===== config.mk =====
export PLATFORM = sky130hd
export DESIGN_NAME = rr_stream_arbiter_flat
export DESIGN_NICKNAME = d
export VERILOG_FILES = /design/src/rtl/rr_stream_arbiter_if.sv /design/src/rtl/rr_stream_arbiter.sv /design/src/flat_wrapper.sv
export SDC_FILE = /design/constraint.sdc
export NUM_CORES = 1
export LEC_CHECK = 0
export ABC_AREA = 1
export ABC_CLOCK_PERIOD_IN_PS = 2160
export BUFFER_PORTS_ARGS = -buffer_cell sky130_fd_sc_hd__buf_2
export CAP_MARGIN = 40
export CORE_ASPECT_RATIO = 1.2
export CORE_UTILIZATION = 25
export CTS_BUF_LIST = sky130_fd_sc_hd__clkbuf_8
export CTS_CLUSTER_SIZE = 40
export DETAILED_ROUTE_END_ITERATION = 10
export SLEW_MARGIN = 20
export SYNTH_ARGS = -nofsm -noshare
export SYNTH_HDL_FRONTEND = slang
export SYNTH_SLANG_ARGS = --single-unit

===== constraint.sdc =====
create_clock -name clk_i -period 2.16 [get_ports clk_i]
set_clock_uncertainty 0.1 [all_clocks]
set_input_delay 0.216 -clock clk_i [delete_from_list [all_inputs] [get_ports clk_i]]
set_output_delay 0.216 -clock clk_i [all_outputs]
set_load 0.01 [all_outputs]

===== src/rtl/rr_stream_arbiter_if.sv =====
// rtl/rr_stream_arbiter_if.sv - requester/consumer stream bundle for the round-robin arbiter
// master = arbiter view, slave = producers/consumer view.
interface rr_stream_arbiter_if #(
  parameter int NUM_REQ    = 4,
  parameter int DATA_WIDTH = 8
);
  localparam int IW = (NUM_REQ > 1) ? $clog2(NUM_REQ) : 1;

  logic [NUM_REQ-1:0]                 req_valid_i;
  logic [NUM_REQ-1:0][DATA_WIDTH-1:0] req_data_i;
  logic [NUM_REQ-1:0]                 req_last_i;
  logic [NUM_REQ-1:0]                 req_ready_o;
  logic                               out_valid_o;
  logic [DATA_WIDTH-1:0]              out_data_o;
  logic                               out_last_o;
  logic                               out_ready_i;
  logic [IW-1:0]                      out_src_o;
  logic                               busy_o;

  modport master (
    input  req_valid_i, req_data_i, req_last_i, out_ready_i,
    output req_ready_o, out_valid_o, out_data_o, out_last_o, out_src_o, busy_o
  );

  modport slave (
    output req_valid_i, req_data_i, req_last_i, out_ready_i,
    input  req_ready_o, out_valid_o, out_data_o, out_last_o, out_src_o, busy_o
  );
endinterface


===== src/rtl/rr_stream_arbiter.sv =====
// rtl/rr_stream_arbiter.sv - packet-aware round-robin arbiter onto one valid/ready stream
// Grant is frozen from first offered beat until the last beat handshakes.
module rr_stream_arbiter #(
  parameter int NUM_REQ    = 4,
  parameter int DATA_WIDTH = 8
) (
  input  logic                 clk_i,
  input  logic                 arst_i,
  rr_stream_arbiter_if.master  bus
);
  localparam int IW = (NUM_REQ > 1) ? $clog2(NUM_REQ) : 1;

  typedef enum logic {
    IDLE   = 1'b0,
    LOCKED = 1'b1
  } state_t;

  state_t        state_q, state_d;
  logic [IW-1:0] ptr_q, ptr_d;
  logic [IW-1:0] sel_q, sel_d;
  logic [IW-1:0] cand;
  logic [IW-1:0] scan_idx;
  logic [IW-1:0] act;
  logic          any_valid;
  logic          out_valid;
  logic          hs;

  function automatic logic [IW-1:0] wrap_inc(input logic [IW-1:0] i);
    return (i == IW'(NUM_REQ - 1)) ? '0 : i + IW'(1);
  endfunction

  // Scan downwards so the lowest rotation offset from ptr wins.
  always_comb begin
    cand      = '0;
    any_valid = 1'b0;
    scan_idx  = '0;
    for (int k = NUM_REQ - 1; k >= 0; k--) begin
      scan_idx = IW'((int'(ptr_q) + k) % NUM_REQ);
      if (bus.req_valid_i[scan_idx]) begin
        cand      = scan_idx;
        any_valid = 1'b1;
      end
    end
  end

  always_comb begin
    act             = (state_q == LOCKED) ? sel_q : cand;
    out_valid       = ~arst_i & bus.req_valid_i[act] & ((state_q == LOCKED) | any_valid);
    hs              = out_valid & bus.out_ready_i;
    bus.out_valid_o = out_valid;
    bus.out_data_o  = bus.req_data_i[act];
    bus.out_last_o  = bus.req_last_i[act];
    bus.out_src_o   = arst_i ? '0 : act;
    bus.busy_o      = ~arst_i & (state_q == LOCKED);
    bus.req_ready_o = '0;
    if (!arst_i && ((state_q == LOCKED) || any_valid)) begin
      bus.req_ready_o[act] = bus.out_ready_i;
    end
  end

  always_comb begin
    state_d = state_q;
    ptr_d   = ptr_q;
    sel_d   = sel_q;
    unique case (state_q)
      IDLE: begin
        if (any_valid) begin
          if (hs && bus.out_last_o) begin
            ptr_d = wrap_inc(cand);
          end else begin
            state_d = LOCKED;
            sel_d   = cand;
          end
        end
      end
      LOCKED: begin
        if (hs && bus.out_last_o) begin
          state_d = IDLE;
          ptr_d   = wrap_inc(sel_q);
        end
      end
      default: state_d = IDLE;
    endcase
  end

  always_ff @(posedge clk_i or posedge arst_i) begin
    if (arst_i) begin
      state_q <= IDLE;
      ptr_q   <= '0;
      sel_q   <= '0;
    end else begin
      state_q <= state_d;
      ptr_q   <= ptr_d;
      sel_q   <= sel_d;
    end
  end
endmodule


===== src/flat_wrapper.sv =====
// flat-port wrapper written by rule: the top's interface ports become plain ports
module rr_stream_arbiter_flat 
#(
  parameter int NUM_REQ    = 4,
  parameter int DATA_WIDTH = 8
)
  (clk_i, arst_i, bus_req_valid_i, bus_req_data_i, bus_req_last_i, bus_out_ready_i, bus_req_ready_o, bus_out_valid_o, bus_out_data_o, bus_out_last_o, bus_out_src_o, bus_busy_o);
  rr_stream_arbiter_if #(.NUM_REQ(NUM_REQ), .DATA_WIDTH(DATA_WIDTH)) bus_i ();
  input  logic clk_i;
  input  logic arst_i;
  input wire logic [$bits(bus_i.req_valid_i)-1:0] bus_req_valid_i;
  input wire logic [$bits(bus_i.req_data_i)-1:0] bus_req_data_i;
  input wire logic [$bits(bus_i.req_last_i)-1:0] bus_req_last_i;
  input wire logic [$bits(bus_i.out_ready_i)-1:0] bus_out_ready_i;
  output wire logic [$bits(bus_i.req_ready_o)-1:0] bus_req_ready_o;
  output wire logic [$bits(bus_i.out_valid_o)-1:0] bus_out_valid_o;
  output wire logic [$bits(bus_i.out_data_o)-1:0] bus_out_data_o;
  output wire logic [$bits(bus_i.out_last_o)-1:0] bus_out_last_o;
  output wire logic [$bits(bus_i.out_src_o)-1:0] bus_out_src_o;
  output wire logic [$bits(bus_i.busy_o)-1:0] bus_busy_o;
  assign bus_i.req_valid_i = bus_req_valid_i;
  assign bus_i.req_data_i = bus_req_data_i;
  assign bus_i.req_last_i = bus_req_last_i;
  assign bus_i.out_ready_i = bus_out_ready_i;
  assign bus_req_ready_o = bus_i.req_ready_o;
  assign bus_out_valid_o = bus_i.out_valid_o;
  assign bus_out_data_o = bus_i.out_data_o;
  assign bus_out_last_o = bus_i.out_last_o;
  assign bus_out_src_o = bus_i.out_src_o;
  assign bus_busy_o = bus_i.busy_o;
  rr_stream_arbiter #(.NUM_REQ(NUM_REQ), .DATA_WIDTH(DATA_WIDTH)) u_core (.clk_i(clk_i), .arst_i(arst_i), .bus(bus_i));
endmodule

Yosys cells after proc, flatten, opt, wreduce, memory -nomap -nowiden
Cells that the tools add are included.
{"block": "word_totals", "register_bits": 5, "latchBits": 0, "ramBits": 0, "rom_bits": 0, "inputBits": 43, "output_inout_bits": 17, "wordCells": 71, "mem_count": 0}
{"block": "classes", "n_addsub": 5, "mul": 0, "n_div": 0, "order_cmp": 6, "eq_ne": 5, "shift": 0, "mux": 36, "bitwise": 9, "n_reduce_logical": 7}
{"op": "$mux W2", "n": 11}
{"op": "$bmux W8 S2", "n": 1}
{"op": "$lt A2 B3 Y1 const B", "n": 5}
{"op": "$mux W1", "n": 13}
{"op": "$bmux W1 S2", "n": 6}
{"op": "$mux W8", "n": 1}
{"op": "$add A2 B1 Y2 const B", "n": 3}
{"op": "$reduce_and A3 Y1", "n": 2}
{"op": "$add A2 B2 Y2 const B", "n": 2}
{"op": "$and A1 B1 Y1", "n": 4}
{"op": "$and A4 B4 Y4", "n": 1}
{"op": "$eq A2 B2 Y1 const B", "n": 2}
{"op": "$mux W4", "n": 1}
{"op": "$ne A2 B1 Y1 const B", "n": 2}
{"op": "$pmux W2 S2", "n": 1}
{"op": "$logic_and A1 B1 Y1", "n": 3}
{"op": "$not A1 Y1", "n": 3}
{"op": "$demux W1 S2", "n": 1}
{"op": "$ge A2 B1 Y1 const B", "n": 1}
{"op": "$ne A2 B2 Y1 const B", "n": 1}
{"op": "$pmux W1 S2", "n": 1}
{"op": "$logic_not A1 Y1", "n": 1}
{"op": "$logic_or A1 B1 Y1", "n": 1}
{"op": "$or A1 B1 Y1", "n": 1}

Logic depth before layout (Yosys ltp)
Gate-level depths: netlist of the first run.
{"block": "logic_depth", "ltp_word": 17, "ltp_mapped": 19, "ltp_nobuf": 18}

Least setup slack after synthesis of the first run
OpenSTA, ideal clock, no wires.
{"block": "synth_timing", "kind": "register to output", "start": "register u_core.ptr_q[0]", "end": "output bus_out_data_o[3]", "t_arrival_ns": 1.726, "t_required_ns": 1.844, "setup_slack_ns": 0.118, "stages_incl_launch_ff": 14, "n_path_buf": 2, "path_cell_list": "dfrtp_1 -> buf_6 -> inv_8 -> nand2_4 -> nand3_2 -> nand2_1 -> inv_1 -> nand3_2 -> nand3_4 -> nand2_4 -> buf_6 -> nor2_1 -> nand2_1 -> nand3_1"}
{"block": "synth_via", "elab_chain_cells": 10, "elab_cells_between_ends": 18, "classes_between": "add/sub: 3; mux: 15"}
{"item": "start: declaration", "line": "rr_stream_arbiter.sv:19", "source": "logic [IW-1:0] ptr_q, ptr_d;"}
{"item": "start signal: assignment", "line": "rr_stream_arbiter.sv:93", "source": "ptr_q <= ptr_d;"}
{"item": "$add A2 B2 Y2", "line": "rr_stream_arbiter.sv:38", "source": "scan_idx = IW'((int'(ptr_q) + k) % NUM_REQ);"}
{"item": "$bmux W1 S2", "line": "rr_stream_arbiter.sv:39", "source": "if (bus.req_valid_i[scan_idx]) begin"}
{"item": "$mux W1 (implied by the code)", "line": "rr_stream_arbiter.sv:39"}
{"item": "$mux W2 (3 in series)", "line": "rr_stream_arbiter.sv:39"}
{"item": "$mux W2 (*)", "line": "rr_stream_arbiter.sv:39"}
{"item": "$mux W2 (*)", "line": "rr_stream_arbiter.sv:47", "source": "act = (state_q == LOCKED) ? sel_q : cand;"}
{"item": "$bmux W8 S2 (*)", "line": "rr_stream_arbiter.sv:51", "source": "bus.out_data_o = bus.req_data_i[act];"}
{"item": "$mux W8 (implied by the code) (*)", "line": "rr_stream_arbiter.sv:51"}
{"item": "end: declaration", "line": "flat_wrapper.sv:17", "source": "output wire logic [$bits(bus_i.out_data_o)-1:0] bus_out_data_o;"}
Every way passes the cells marked *; elsewhere a longest branch is shown, timed or not. The select of a mux whose other input is x is not followed.

Worst setup path in the final report of the first run
{"block": "layout_timing", "start": "register u_core.ptr_q[0]", "end": "output bus_out_data_o[2]"}
The elaborated chain is that of the path after synthesis.

==> results.md, run 1 <==
- The largest single stage delay on the critical path is 480 ps.
- For this design the ratio of total power to cell area is 1430 nW/um^2.
- The logic depth of the worst register-to-register path is 20.
- The worst endpoint required time is around 1800 ps.
- The count of final hold-check violations is 0.
- The initial utilization of the core area, before any placement, comes to 26.1%.
- The overall routed net length is 2970 um.
- The clock net in this run drives a total of 5 sinks.
- The count of nets after finishing is 281.
- For hold timing, the worst endpoint is u_core.sel_q[0]$_DFFE_PP0P_.
- The floorplan step defined a die boundary enclosing 4050 um^2.
- The HPWL reported at the end of detailed placement is approximately 2300 um.
- The worst slack at placement is -150 ps.
- The CTS H-tree depth is 1.
- The first routing iteration left 23 violations.
- In this run the count of I/O pins placed on the die edge is 60.
- The x dimension of the die is 58.3 um.
- The remaining antenna violation count is 0.
- The maximum fanout count along the critical path is 8.
- The number of nets in the synthesized netlist is 201.
- Setup repair after global routing could not meet its margin everywhere.
- The path class of the tightest hold or removal check is register to register.
- For this design, the slowest cell found on the critical path is dfrtp_2.
- The placed cell count is 278.
- The worst setup path is captured at an output pin.
- The worst min-delay path startpoint is u_core.sel_q[0]$_DFFE_PP0P_.
- Excluding fillers, the count of instances in the completed layout stands at 288.
- The number of storage elements in the synthesis netlist is 5.
- The number of cells on the worst hold path is 2.
- The total inserted antenna cells is 0.
- Of the cells placed in the final design, the portion with a size suffix greater than 1 is 59.3%.
- After detailed routing, the number of vias per cell comes to 4.38.
- The number of distinct standard cells referenced by the synthesized netlist is 27.
- The portion of the clock cycle consumed by the worst path in the final layout is 107%.
- The maximum clock path buffer count is 2.
- The global placement routability congestion is 0.820.
- The number of instances in the synthesized netlist is between 150 and 200.
- Setup violations remaining at the end of the flow were counted as 19.
- In this run the critical register-to-register path is launched from u_core.ptr_q[0]$_DFFE_PP0P_.
- The relative slew slack is 80.2%.
- The mapped netlist covers between 900 and 1000 um^2.
- The number of global-route vias before repair is 1242.
- For this run, the detailed router's first-pass iteration total came to 4.
- The area used by sequential logic in the layout is 128 um^2.
- The area overhead of the layout relative to synthesis is 69.6%.
- The clock insertion delay at the later pin of the skew report is 220 ps.
- The first-pass GRT wire length is 4710 um.
- In this run the tool buffered the top-level ports with 59 buffer cells.
- The startpoint type of the worst setup path is a register.
- After synthesis, the mean cell area works out to 6.05 um^2.
- Row generation in the floorplan step produced 24 rows.
- The mean routed wirelength per cell is 10.3 um.
- Across all register-to-register paths, the minimum setup slack is -70 ps.
- The total overflow reported by the global router is 0.
- The clock-pin slew on the worst setup and hold paths is 40 ps.
- The root buffer selected by CTS is clkbuf_8.
- The final reports fail on setup timing.
- In this design, the critical path's most frequently occurring cell is nand2_2.
- The max-capacitance violation count is 0.
- The type of the worst setup path is register to output pin.
- The number of clock buffers added by TritonCTS is 3.
- Final hold analysis gives a worst-case slack of slightly above 400 ps.
- The die is about 70 um tall.
- The arrival time of the worst setup path is 2000 ps.
- Across the VDD grid, the largest voltage drop is 0.423 mV.
- The number of antenna violations at the first check in global routing came to 0.
- The number of warnings issued by yosys is 0.
- The reported leakage power is 0.904 nW.
- The placeable core region is 3630 um^2.
- The total of fill cells in the finished design is 381.
- The final route contains roughly 1300 vias.
- The endpoint of the worst-slack reg-to-reg timing path is u_core.sel_q[0]$_DFFE_PP0P_.
- In the final layout, the multi-input gates occupy 816 um^2.
- In the post-route analysis, the smallest setup slack over all paths is -155 ps.
- The proportion of synthesized chip area in sequential cells is 13.2%.
- At the pin with the least slew margin, the transition time is 297 ps.
- The total routing usage reported by global routing is 14.5%.
- The largest net degree at the start of global routing is 9.
- The number of slew-limit violations in the final report was 0.
- The achievable frequency is 0.432 GHz.
- TritonCTS built the clock tree.
- The time the worst path needs with I/O delays and setup is between 2000 and 2500 ps.
- Walking the worst path, the cells encountered are inv_8 -> nand2_2 -> nand2_2 -> nand2_1 -> nand3_2 -> nand2_1 -> nand2_2 -> nand2_2 -> nand2_2 -> nand2_4 -> nor2_4 -> a22oi_1 -> nand3_1 -> buf_2.
- After detailed routing, the number of remaining DRC violations is 0.
- The run finished, with violations left.
## worst max-delay path, delay by kind of cell, from the launching register on
family                 cells  cell delay, ps
flip-flops                 1             480
AO/OA/AOI/OAI              1             130
AND/OR/NAND/NOR           11             920
buffers and inverters      2             240
## flip-flops by register name (all words and copies together) (netlist names)
| signal | count |
|---|---|
| u_core.state_q | 1 |
| u_core.sel_q | 2 |
| u_core.ptr_q | 2 |
## power breakdown
part	switching [W]	internal, W	total (W)
clock network	0.0000424	0.000122	0.000164
logic	0.00108	0.000856	0.00194
registers	0.0000659	0.000134	0.000200
total	0.00119	0.00111	0.00230
## metal layers
layer	vias up	global-route usage [%]	routed length, um
li1	667	-	-
met5	-	0	0
met3	8	0.933	149
met2	41	28.1	1640
met1	544	14.4	1130
met4	0	8.73	60
## worst max path at each step
stage,cells past startpoint,to,start,slack [ps]
6_report,14,bus_out_data_o[2],u_core.ptr_q[0]$_DFFE_PP0P_,-150
5_1_grt,13,bus_out_data_o[6],u_core.ptr_q[0]$_DFFE_PP0P_,-320
4_1_cts,15,bus_out_data_o[2],u_core.ptr_q[0]$_DFFE_PP0P_,-140
3_5_place_dp,15,u_core.sel_q[0]$_DFFE_PP0P_,u_core.ptr_q[0]$_DFFE_PP0P_,-150
3_3_place_gp,15,u_core.sel_q[1]$_DFFE_PP0P_,u_core.ptr_q[0]$_DFFE_PP0P_,-130
2_1_floorplan,13,bus_out_data_o[3],u_core.ptr_q[0]$_DFFE_PP0P_,120
## cells in the final DEF (no fill, tap or decap)
cell type and n:
buf_6 5, or2_2 2, inv_4 2, nor2_2 1
nand2_1 41, nand2_2 23, dfrtp_2 2, nor2_4 2
nand3b_2 1, dlygate4sd3_1 1, inv_8 1, nand2_8 1
o21ai_1 1, nand3_4 3, nand3_1 14, inv_1 16
nand4_1 2, nor2_1 8, a22oi_2 3, o21ai_0 1
inv_2 3, a21oi_1 1, nand2_4 4, a22oi_1 5
buf_2 58, ha_1 1, dfrtp_1 3, nand3_2 9
clkinv_1 1, buf_4 14, o211a_1 1, nor3_2 2
clkbuf_8 3, nor3b_2 1
## kinds of logic after synthesis
| kind of cell | count (synthesis) | synth area share, % |
|---|---|---|
| and+or+nand+nor | 114 | 64.2 |
| buffers and inverters | 25 | 12.4 |
| DFF | 5 | 13.2 |
| adders and majority gates | 1 | 1.32 |
| AOI/OAI and AO/OA | 12 | 8.96 |
## cell usage after synthesis (all sizes together)
library cell	instances	share of area, %
nand2	69	34
nand3	26	19
inv	21	9.1
nor2	11	5.4
a22oi	8	6.3
dfrtp	5	13
buf	3	2.9
nand4	2	1.3
nor3	2	1.1
o21ai	2	1.1
or2	2	1.3
a21oi	1	0.53
clkinv	1	0.39
ha	1	1.3
nand3b	1	1.2
nor3b	1	0.79
o211a	1	1.1
## area by class of cell
cell class,count,area share (%)
clock buffer,3,2.56
clock inverter,1,0.233
inverter,22,5.91
multi-input combinational,127,50.7
sequential,5,7.93
tap,52,4.04
timing repair buffer,78,28.7
## through the flow
stage | util (%) | power [W] | TNS (ps) | instance area, um^2
after floorplan | - | 0.00129 | 0 | 950
after global placement | 38.0 | 0.00183 | -869 | 1380
after detailed placement | 38.0 | 0.00182 | -1330 | 1380
after CTS | 42.3 | 0.00221 | -1700 | 1540
after global routing | 44.3 | 0.00253 | -5100 | 1610
final | 44.3 | 0.00230 | -2090 | 1610
## repair_timing
action,in CTS,in global routing
endpoints found under the hold margin,5,0
hold buffers,1,0
gates cloned,0,0
buffers inserted,3,2
endpoints found under the setup margin,20,21
pin swaps,10,11
gates resized for setup,22,15
Note: power is estimated with default switching activity, not from simulation.
==> run 2: changes to the inputs <==
--- a/config.mk
+++ b/config.mk
@@ -5,7 +5,6 @@
 export SDC_FILE = /design/constraint.sdc
 export NUM_CORES = 1
 export LEC_CHECK = 0
-export ABC_AREA = 1
 export ABC_CLOCK_PERIOD_IN_PS = 2160
 export BUFFER_PORTS_ARGS = -buffer_cell sky130_fd_sc_hd__buf_2
 export CAP_MARGIN = 40
@@ -14,6 +13,7 @@
 export CTS_BUF_LIST = sky130_fd_sc_hd__clkbuf_8
 export CTS_CLUSTER_SIZE = 40
 export DETAILED_ROUTE_END_ITERATION = 10
+export REMOVE_ABC_BUFFERS = 1
 export SLEW_MARGIN = 20
 export SYNTH_ARGS = -nofsm -noshare
 export SYNTH_HDL_FRONTEND = slang
==> results.md, run 2 <==
- The number of flops mapped to enable cells by yosys is 0 (unchanged).
- The run finished, with violations left.
- The proportion of layout cells with a drive suffix above 1 is 65.7% (+6.3 points).
- The global placement routability congestion is 0.897 (+9.4%).
- The portion of the clock cycle consumed by the worst path in the final layout is 107% (-0.37 points).
- The total overflow reported by the global router came to 0 (unchanged).
- For this design, the slowest cell found on the critical path is dfrtp_2.
- Setup repair after global routing could not meet its margin everywhere.
- In the final layout, the registers with the most flip-flops are u_core.ptr_q x2, u_core.sel_q x2, u_core.state_q x1.
- The time the worst path needs with I/O delays and setup is 2310 ps (-7.91 ps).
- The worst setup margin was -147 ps (+7.91 ps).
- The area fraction of the dominant cell type after synthesis is 15.7% (-4.4 points).
- The remaining antenna violation count was 0 (unchanged).
- The most frequent standard cell in the layout excluding fill and tap cells is buf_2.
- The number of violations reported at the end of detailed-routing iteration 0 is 23 (unchanged).
- Relative to the synthesized area, the layout overhead comes to 96.7%.
- The worst hold path belongs to the class primary input to async pin.
- The count of nets after finishing is 246 (-12%).
- The relative slew slack is 64.1% (-16 points).
- The first-pass detailed-route iteration total is 4 (unchanged).
- The maximum clock path buffer count is 2 (unchanged).
- The post-synthesis average cell area was 7.96 um^2 (+32%).
- The number of warnings issued by yosys was 0 (unchanged).
- The maximum vdd ir drop is 0.646 mV (+53%).
- The predominant post-synthesis flop cell is dfrtp_1.
- The CTS sink count was 5 (unchanged).
- TritonCTS built the clock tree.
- The most frequent cell after synthesis is nor2_1.
- The achievable frequency is 0.434 GHz (+0.34%).
- The worst hold slack after final layout was 414 ps (+10.8 ps).
- The worst reg-to-reg setup slack was -90 ps (-20 ps).
- The checks that failed: setup timing.
- The largest net degree at the start of global routing came to 11 (+2).
- The number of distinct standard cells referenced by the synthesized netlist is 37 (+37%).
- The first-pass GRT wire length was 4760 um (+1.2%).
- The critical path is of the register to output pin type.
- The residual DRC count is 0 (unchanged).
- Ranked by total cell area, the synthesized netlist is headed by mux2i_1 (16%), dfrtp_1 (15%), mux2_2 (11%).
- The arrival time of the worst setup path is 1990 ps (about the same).
- The count of final hold-check violations is 0 (unchanged).
- The worst slack at placement is -102 ps (+47.6 ps).
- The root buffer selected by CTS is clkbuf_8.
- The number of global-route vias before repair is 1105 (-11%).
- The CTS H-tree depth is 1 (unchanged).
- The most used cell along the critical path is buf_2.
- The type of destination of the critical path is an output pin.
- The total power draw is 0.00200 W (-13%).
- The number of setup violations in the final report is 18 (-1).
- The async set-or-reset flop fraction in the synthesized netlist is 100% (unchanged).
- The clock insertion delay at the later pin of the skew report is 220 ps (about the same).
- The number of storage elements in the synthesis netlist is 5 (unchanged).
- The max-capacitance violation count is 0 (unchanged).
- The maximum fanout count along the critical path is 6 (-2).
- The number of vias after detailed routing is 1160 (-7.9%).
- The reported leakage power was 0.797 nW (-12%).
- The cell family contributing the most delay on the critical path is compound AO/OA/AOI/OAI gates.
- The die area came to 3550 um^2 (-12%).
- The number of primary I/O pins is 60 (unchanged).
- The power density relative to cell area is 1230 nW/um^2 (-14%).
- The highest cell delay on the worst timing path came to 440 ps (-40 ps).
- The worst setup path is launched from a register.
- The starting density of the core was 26.6% (+0.49 points).
- The HPWL reported at the end of detailed placement is 2280 um (-2.5%).
- The number of antenna violations at the first check in global routing is 0 (unchanged).
- The signal on the critical path passes through or3b_1 -> o221ai_2 -> o21a_1 -> buf_2 -> nor2_2 -> a211oi_1 -> buf_2.
- The x dimension of the die is 54.5 um (-6.4%).
- In the layout the commonest cells are buf_2 (60), buf_4 (27), mux2i_1 (11).
- The number of clock buffers inserted by TritonCTS is 3 (unchanged).
- Ranked by instance count, the synthesized netlist is headed by nor2_1 (16), mux2i_1 (13), a21oi_1 (10), mux2_2 (8), nand2_1 (8).
- The synthesized area came to 828 um^2 (-13%).
- The largest total area in the synthesized netlist belongs to mux2i_1.
- The total routing usage reported by global routing was 18.1% (+3.6 points).
- The number of buffers and inverters on the critical path is 2 (unchanged).
- The total of fill cells in the finished design is 293 (-23%).
- The die outline height came to 65.1 um (-6.4%).
- The placeable core region is 3110 um^2 (-14%).
- The number of vias per cell is 4.89 (+12%).
- The count of buffers from port buffering came to 59 (unchanged).
- The proportion of synthesized chip area in sequential cells is 15.1% (+1.9 points).
- The total inserted antenna cells was 0 (unchanged).
- The slew at the pin with the worst max-slew slack is 533 ps (+236 ps).
- The worst endpoint required time was 1840 ps (about the same).
- The row count is 22 (-8.3%).
- The clock-pin slew on the worst setup and hold paths is 40 ps (about the same).
- The mean routed wirelength per cell is 13.5 um (+31%).
- The overall routed net length is 3200 um (+7.4%).
- The number of instances in the synthesized netlist came to 104 (-34%).
- The number of slew-limit violations in the final report is 0 (unchanged).
## run 2: layer usage
| metal | vias to the layer above | track usage (%) | part of all wire (%) |
|---|---|---|---|
| li1 | 581 | - | - |
| met1 | 536 | 19.7 | 38 |
| met2 | 41 | 33.5 | 57 |
| met3 | 2 | 2.35 | 3.9 |
| met4 | 0 | 6.41 | 0.53 |
| met5 | - | 0 | 0 |
## run 2: path summary, 6_finish.rpt
| check | startpoint | depth (start not counted) | endpoint |
|---|---|---|---|
| min reg2reg | u_core.sel_q[0]$_DFFE_PP0P_ | 2 | u_core.sel_q[0]$_DFFE_PP0P_ |
| max in group asynchronous | arst_i | 3 | u_core.state_q$_DFF_PP0_ |
| max reg2reg | u_core.ptr_q[1]$_DFFE_PP0P_ | 7 | u_core.sel_q[1]$_DFFE_PP0P_ |
| min | arst_i | 3 | u_core.sel_q[1]$_DFFE_PP0P_ |
| max | u_core.ptr_q[1]$_DFFE_PP0P_ | 7 | bus_out_valid_o |
| min in group clk_i | bus_req_valid_i[2] | 4 | u_core.state_q$_DFF_PP0_ |
## run 2: layout make-up
| type | instances | area, um^2 | area share [%] |
|---|---|---|---|
| clock buffers | 3 | 41.3 | 2.53 |
| well taps | 36 | 45.0 | 2.76 |
| inverters | 3 | 11.3 | 0.691 |
| repair buffers | 98 | 646 | 39.6 |
| flip-flops and latches | 5 | 128 | 7.83 |
| clock inverters | 1 | 3.75 | 0.230 |
| multi-input cells | 91 | 754 | 46.3 |
## run 2: cell families after synthesis
family | synth area share (%)
and+or+nand+nor | 23.1
AOI/OAI and AO/OA | 24.2
muxes | 31.1
buffers and inverters | 3.93
DFF | 15.1
xor gates and xnor gates | 1.06
adders and majority gates | 1.51
## run 2: power by group
| part | switching [W] | internal [W] | leakage, nW |
|---|---|---|---|
| Sequential | 0.0000563 | 0.000135 | 0.0574 |
| Clock | 0.0000494 | 0.000122 | 0.0269 |
| Combinational | 0.000733 | 0.000904 | 0.713 |
## run 2: timing repair
action	CTS	global route
pin swaps	7	6
gates cloned	1	1
resized for setup	23	11
buffers inserted	17	3
endpoints found under the setup margin	18	20
endpoints found under the hold margin	5	0
hold buffers	1	0
## run 2: stage by stage
stage | utilization [%] | cells | cell area (um^2) | setup TNS, ps
6_report | 52.4 | 237 | 1630 | -1740
4_1_cts | 50.4 | 233 | 1570 | -1350
2_1_floorplan | - | 99 | 807 | -5060
5_1_grt | 52.4 | 237 | 1630 | -3270
3_5_place_dp | 40.7 | 210 | 1270 | -684
3_3_place_gp | 40.7 | 210 | 1270 | -111
## run 2: tightest hold or removal path, cell delays in order
cell           delay (ps)
dlygate4sd3_1         530
buf_2                 170
inv_1                 180
==> run 3: changes to the inputs <==
--- a/config.mk
+++ b/config.mk
@@ -8,11 +8,13 @@
 export ABC_CLOCK_PERIOD_IN_PS = 2160
 export BUFFER_PORTS_ARGS = -buffer_cell sky130_fd_sc_hd__buf_2
 export CAP_MARGIN = 40
-export CORE_ASPECT_RATIO = 1.2
-export CORE_UTILIZATION = 25
+export CORE_ASPECT_RATIO = 1.25
+export CORE_MARGIN = 1.5
+export CORE_UTILIZATION = 40
 export CTS_BUF_LIST = sky130_fd_sc_hd__clkbuf_8
 export CTS_CLUSTER_SIZE = 40
 export DETAILED_ROUTE_END_ITERATION = 10
+export PLACE_DENSITY = 0.79
 export REMOVE_ABC_BUFFERS = 1
 export SLEW_MARGIN = 20
 export SYNTH_ARGS = -nofsm -noshare
==> results.md, run 3 (synthesis gave the netlist of run 2 again) <==
- In the layout the commonest cells are buf_2 (59), buf_4 (22), mux2i_1 (12).
- The worst endpoint required time came to 2160 ps (+320 ps).
- The number of clock buffers inserted by TritonCTS came to 3 (unchanged).
- The count of nets after finishing is 236 (-4.1%).
- The placeable core region is 1960 um^2 (-37%).
- The starting density of the core came to 42.3% (+16 points).
- The number of antenna violations at the first check in global routing is 0 (unchanged).
- The type of destination of the critical path is a register.
- The number of primary I/O pins came to 60 (unchanged).
- The achievable frequency is 0.434 GHz (about the same).
- The first-pass detailed-route iteration total came to 4 (unchanged).
- The time the worst path needs with I/O delays and setup came to 2300 ps (-2.00 ps).
- The CTS sink count is 5 (unchanged).
- The clock insertion delay at the later pin of the skew report is 220 ps (about the same).
- The switching portion of total power is 43.9% (+1.9 points).
- The HPWL reported at the end of detailed placement came to 2150 um (-5.8%).
- The number of global-route vias before repair is 1139 (+3.1%).
- In the final layout, the registers with the most flip-flops are u_core.ptr_q x2, u_core.sel_q x2, u_core.state_q x1.
- The number of setup violations in the final report was 18 (unchanged).
- The die outline height is 53.9 um (-17%).
- The number of buffers and inverters on the critical path is 1 (-1).
- The die area is 2350 um^2 (-34%).
- The placed instance area is 1230 um^2 (-2.8%).
- The worst register-to-register path begins at u_core.state_q$_DFF_PP0_.
- The row count is 18 (-18%).
- The maximum fanout count along the critical path came to 4 (-2).
- The first-pass GRT wire length was 4670 um (-1.9%).
- The arrival time of the worst setup path is 2300 ps (+310 ps).
- The final reports fail on setup timing.
- STA classifies the critical path startpoint as a register.
- The largest net degree at the start of global routing is 21 (+10).
- The x dimension of the die is 43.7 um (-20%).
- The clock-pin slew on the worst setup and hold paths came to 40 ps (about the same).
- The number of violations reported at the end of detailed-routing iteration 0 came to 6 (-74%).
- The count of buffers from port buffering is 59 (unchanged).
- The placed cell count was 192 (-8.6%).
- The fraction of the core area covered by cells at the end of the flow is 79.6% (+27 points).
- The residual DRC count is 0 (unchanged).
- The kind of path behind the tightest hold check is primary input to async pin.
- Setup repair after global routing could not meet its margin everywhere.
- The global placement routability congestion was 0.904 (+0.81%).
- Compared with the post-synthesis result, the final layout area differs by 88.4%.
- The proportion of layout cells with a drive suffix above 1 is 67.0% (+1.3 points).
- The non-filler instance count after layout came to 211 (-11%).
- The final instance area was 1560 um^2 (-4.2%).
- The internal power consumption is 0.00109 W (-6.6%).
- The worst register-to-register path ends at u_core.ptr_q[1]$_DFFE_PP0P_.
- The worst reg-to-reg setup slack is -140 ps (-50 ps).
- The maximum vdd ir drop is 0.844 mV (+31%).
- The CTS H-tree depth came to 1 (unchanged).
- The remaining antenna violation count is 0 (unchanged).
- The total routing usage reported by global routing is 26.4% (+8.3 points).
- The worst setup margin is -145 ps (+2.00 ps).
- The overall routed net length is 3300 um (+3.2%).
- Clock tree synthesis selected as its root buffer the cell clkbuf_8.
- The worst setup path is of the register to register kind.
- The power density relative to cell area is 1240 nW/um^2 (+0.94%).
- The clock network power share is 8.9% (+0.3 points).
- Leaving out fill and tap cells, the most frequent cell in the layout is buf_2.
- The number of vias after detailed routing was 1185 (+2.2%).
- The logic gate share of total power is 81.0% (-0.9 points).
- The logic depth of the worst register-to-register path came to 7 (unchanged).
- The mean routed wirelength per cell is 15.6 um (+16%).
- The slew at the pin with the worst max-slew slack was 387 ps (-146 ps).
- The run finished, with violations left.
- The total of fill cells in the finished design is 125 (-57%).
- The reported leakage power is 0.774 nW (-2.8%).
- The total net switching power came to 0.000849 W (+1.2%).
- The total inserted antenna cells was 0 (unchanged).
- The number of vias per cell was 5.62 (+15%).
- The count of final hold-check violations is 0 (unchanged).
- The max-capacitance violation count came to 0 (unchanged).
- The portion of the clock cycle consumed by the worst path in the final layout was 107% (about the same).
- The TritonCTS clock tree is done.
- On the critical path the largest part of the delay comes from multiplexers.
- The total overflow reported by the global router is 0 (unchanged).
- The signal on the critical path passes through mux2i_2 -> o31a_1 -> nor2_4 -> buf_4 -> mux2_4 -> a31oi_1 -> mux2_1.
- The worst slack at placement came to -135 ps (-32.9 ps).
- The sequential power share is 10.1% (+0.6 points).
- The standard cell with the maximum stage delay on the critical path is dfrtp_2.
- The number of slew-limit violations in the final report is 0 (unchanged).
- The highest cell delay on the worst timing path is 420 ps (-20 ps).
- The maximum clock path buffer count is 2 (unchanged).
- The relative slew slack is 74.0% (+9.8 points).
## run 3: cell types whose count changed in the layout (fill, tap and decap cells not counted), moves of 3 or more
cell,before,now
mux2_4,2,9
mux2_2,7,1
buf_4,27,22
buf_6,8,5
## run 3: timing repair
item,CTS,global route
cloned,1,0
pin swaps,7,10
buffers inserted,8,5
hold endpoints to repair,5,0
hold buffers,1,0
setup endpoints to repair,20,20
resized for setup,17,29
## run 3: routing by layer
layer / global-route usage, % / vias to the layer above / share of wire, % / wire (um)
met3: 5.70 / 12 / 7.6 / 249
li1: - / 560 / - / -
met1: 28.2 / 542 / 37 / 1230
met2: 49.0 / 71 / 52 / 1710
met5: 0 / - / 0 / 0
met4: 11.6 / 0 / 3.4 / 111
## run 3: worst register-to-register path, stage by stage, from the launching register on
cell and delay, ps:
dfrtp_2 420, mux2i_2 260, o31a_1 240, nor2_4 80, buf_4 150, mux2_4 320
a31oi_1 250, mux2_1 350
## run 3: power groups by stage
stage	Combinational [W]	Clock [W]	Sequential, W
after floorplan	0.000686	0	0.000172
final	0.00157	0.000172	0.000195
after CTS	0.00128	0.000171	0.000186
after global placement	0.00106	0	0.000180
after global routing	0.00167	0.000182	0.000198
after detailed placement	0.00109	0	0.000182
## run 3: per-stage QoR
| step | hold WS [ps] | TNS, ps | total power [W] |
|---|---|---|---|
| after floorplan | -105 | -5060 | 0.000858 |
| after detailed placement | 89.8 | -550 | 0.00127 |
| after global placement | 91.1 | -38.4 | 0.00124 |
| final | 417 | -1720 | 0.00193 |
| after CTS | 409 | -788 | 0.00164 |
| after global routing | 450 | -3110 | 0.00205 |
## run 3: worst max path at each step
stage	start	end	slack, ps	cells past startpoint
floorplan	u_core.state_q$_DFF_PP0_	u_core.sel_q[1]$_DFFE_PP0P_	-590	5
global placement	u_core.ptr_q[1]$_DFFE_PP0P_	u_core.sel_q[1]$_DFFE_PP0P_	-30	7
detailed placement	u_core.ptr_q[1]$_DFFE_PP0P_	u_core.sel_q[1]$_DFFE_PP0P_	-140	7
CTS	u_core.ptr_q[0]$_DFFE_PP0P_	bus_out_data_o[6]	-90	8
global route	u_core.ptr_q[1]$_DFFE_PP0P_	bus_out_last_o	-210	8
finish	u_core.state_q$_DFF_PP0_	u_core.ptr_q[1]$_DFFE_PP0P_	-140	7
## run 3: final cells by class
type	count	area (um^2)	area share, %
Inverter	3	11.3	0.722
Tap cell	20	25.0	1.60
Clock inverter	1	3.75	0.241
Sequential cell	5	128	8.18
Clock buffer	3	41.3	2.65
Timing Repair Buffer	88	547	35.0
Multi-Input combinational cell	91	805	51.6
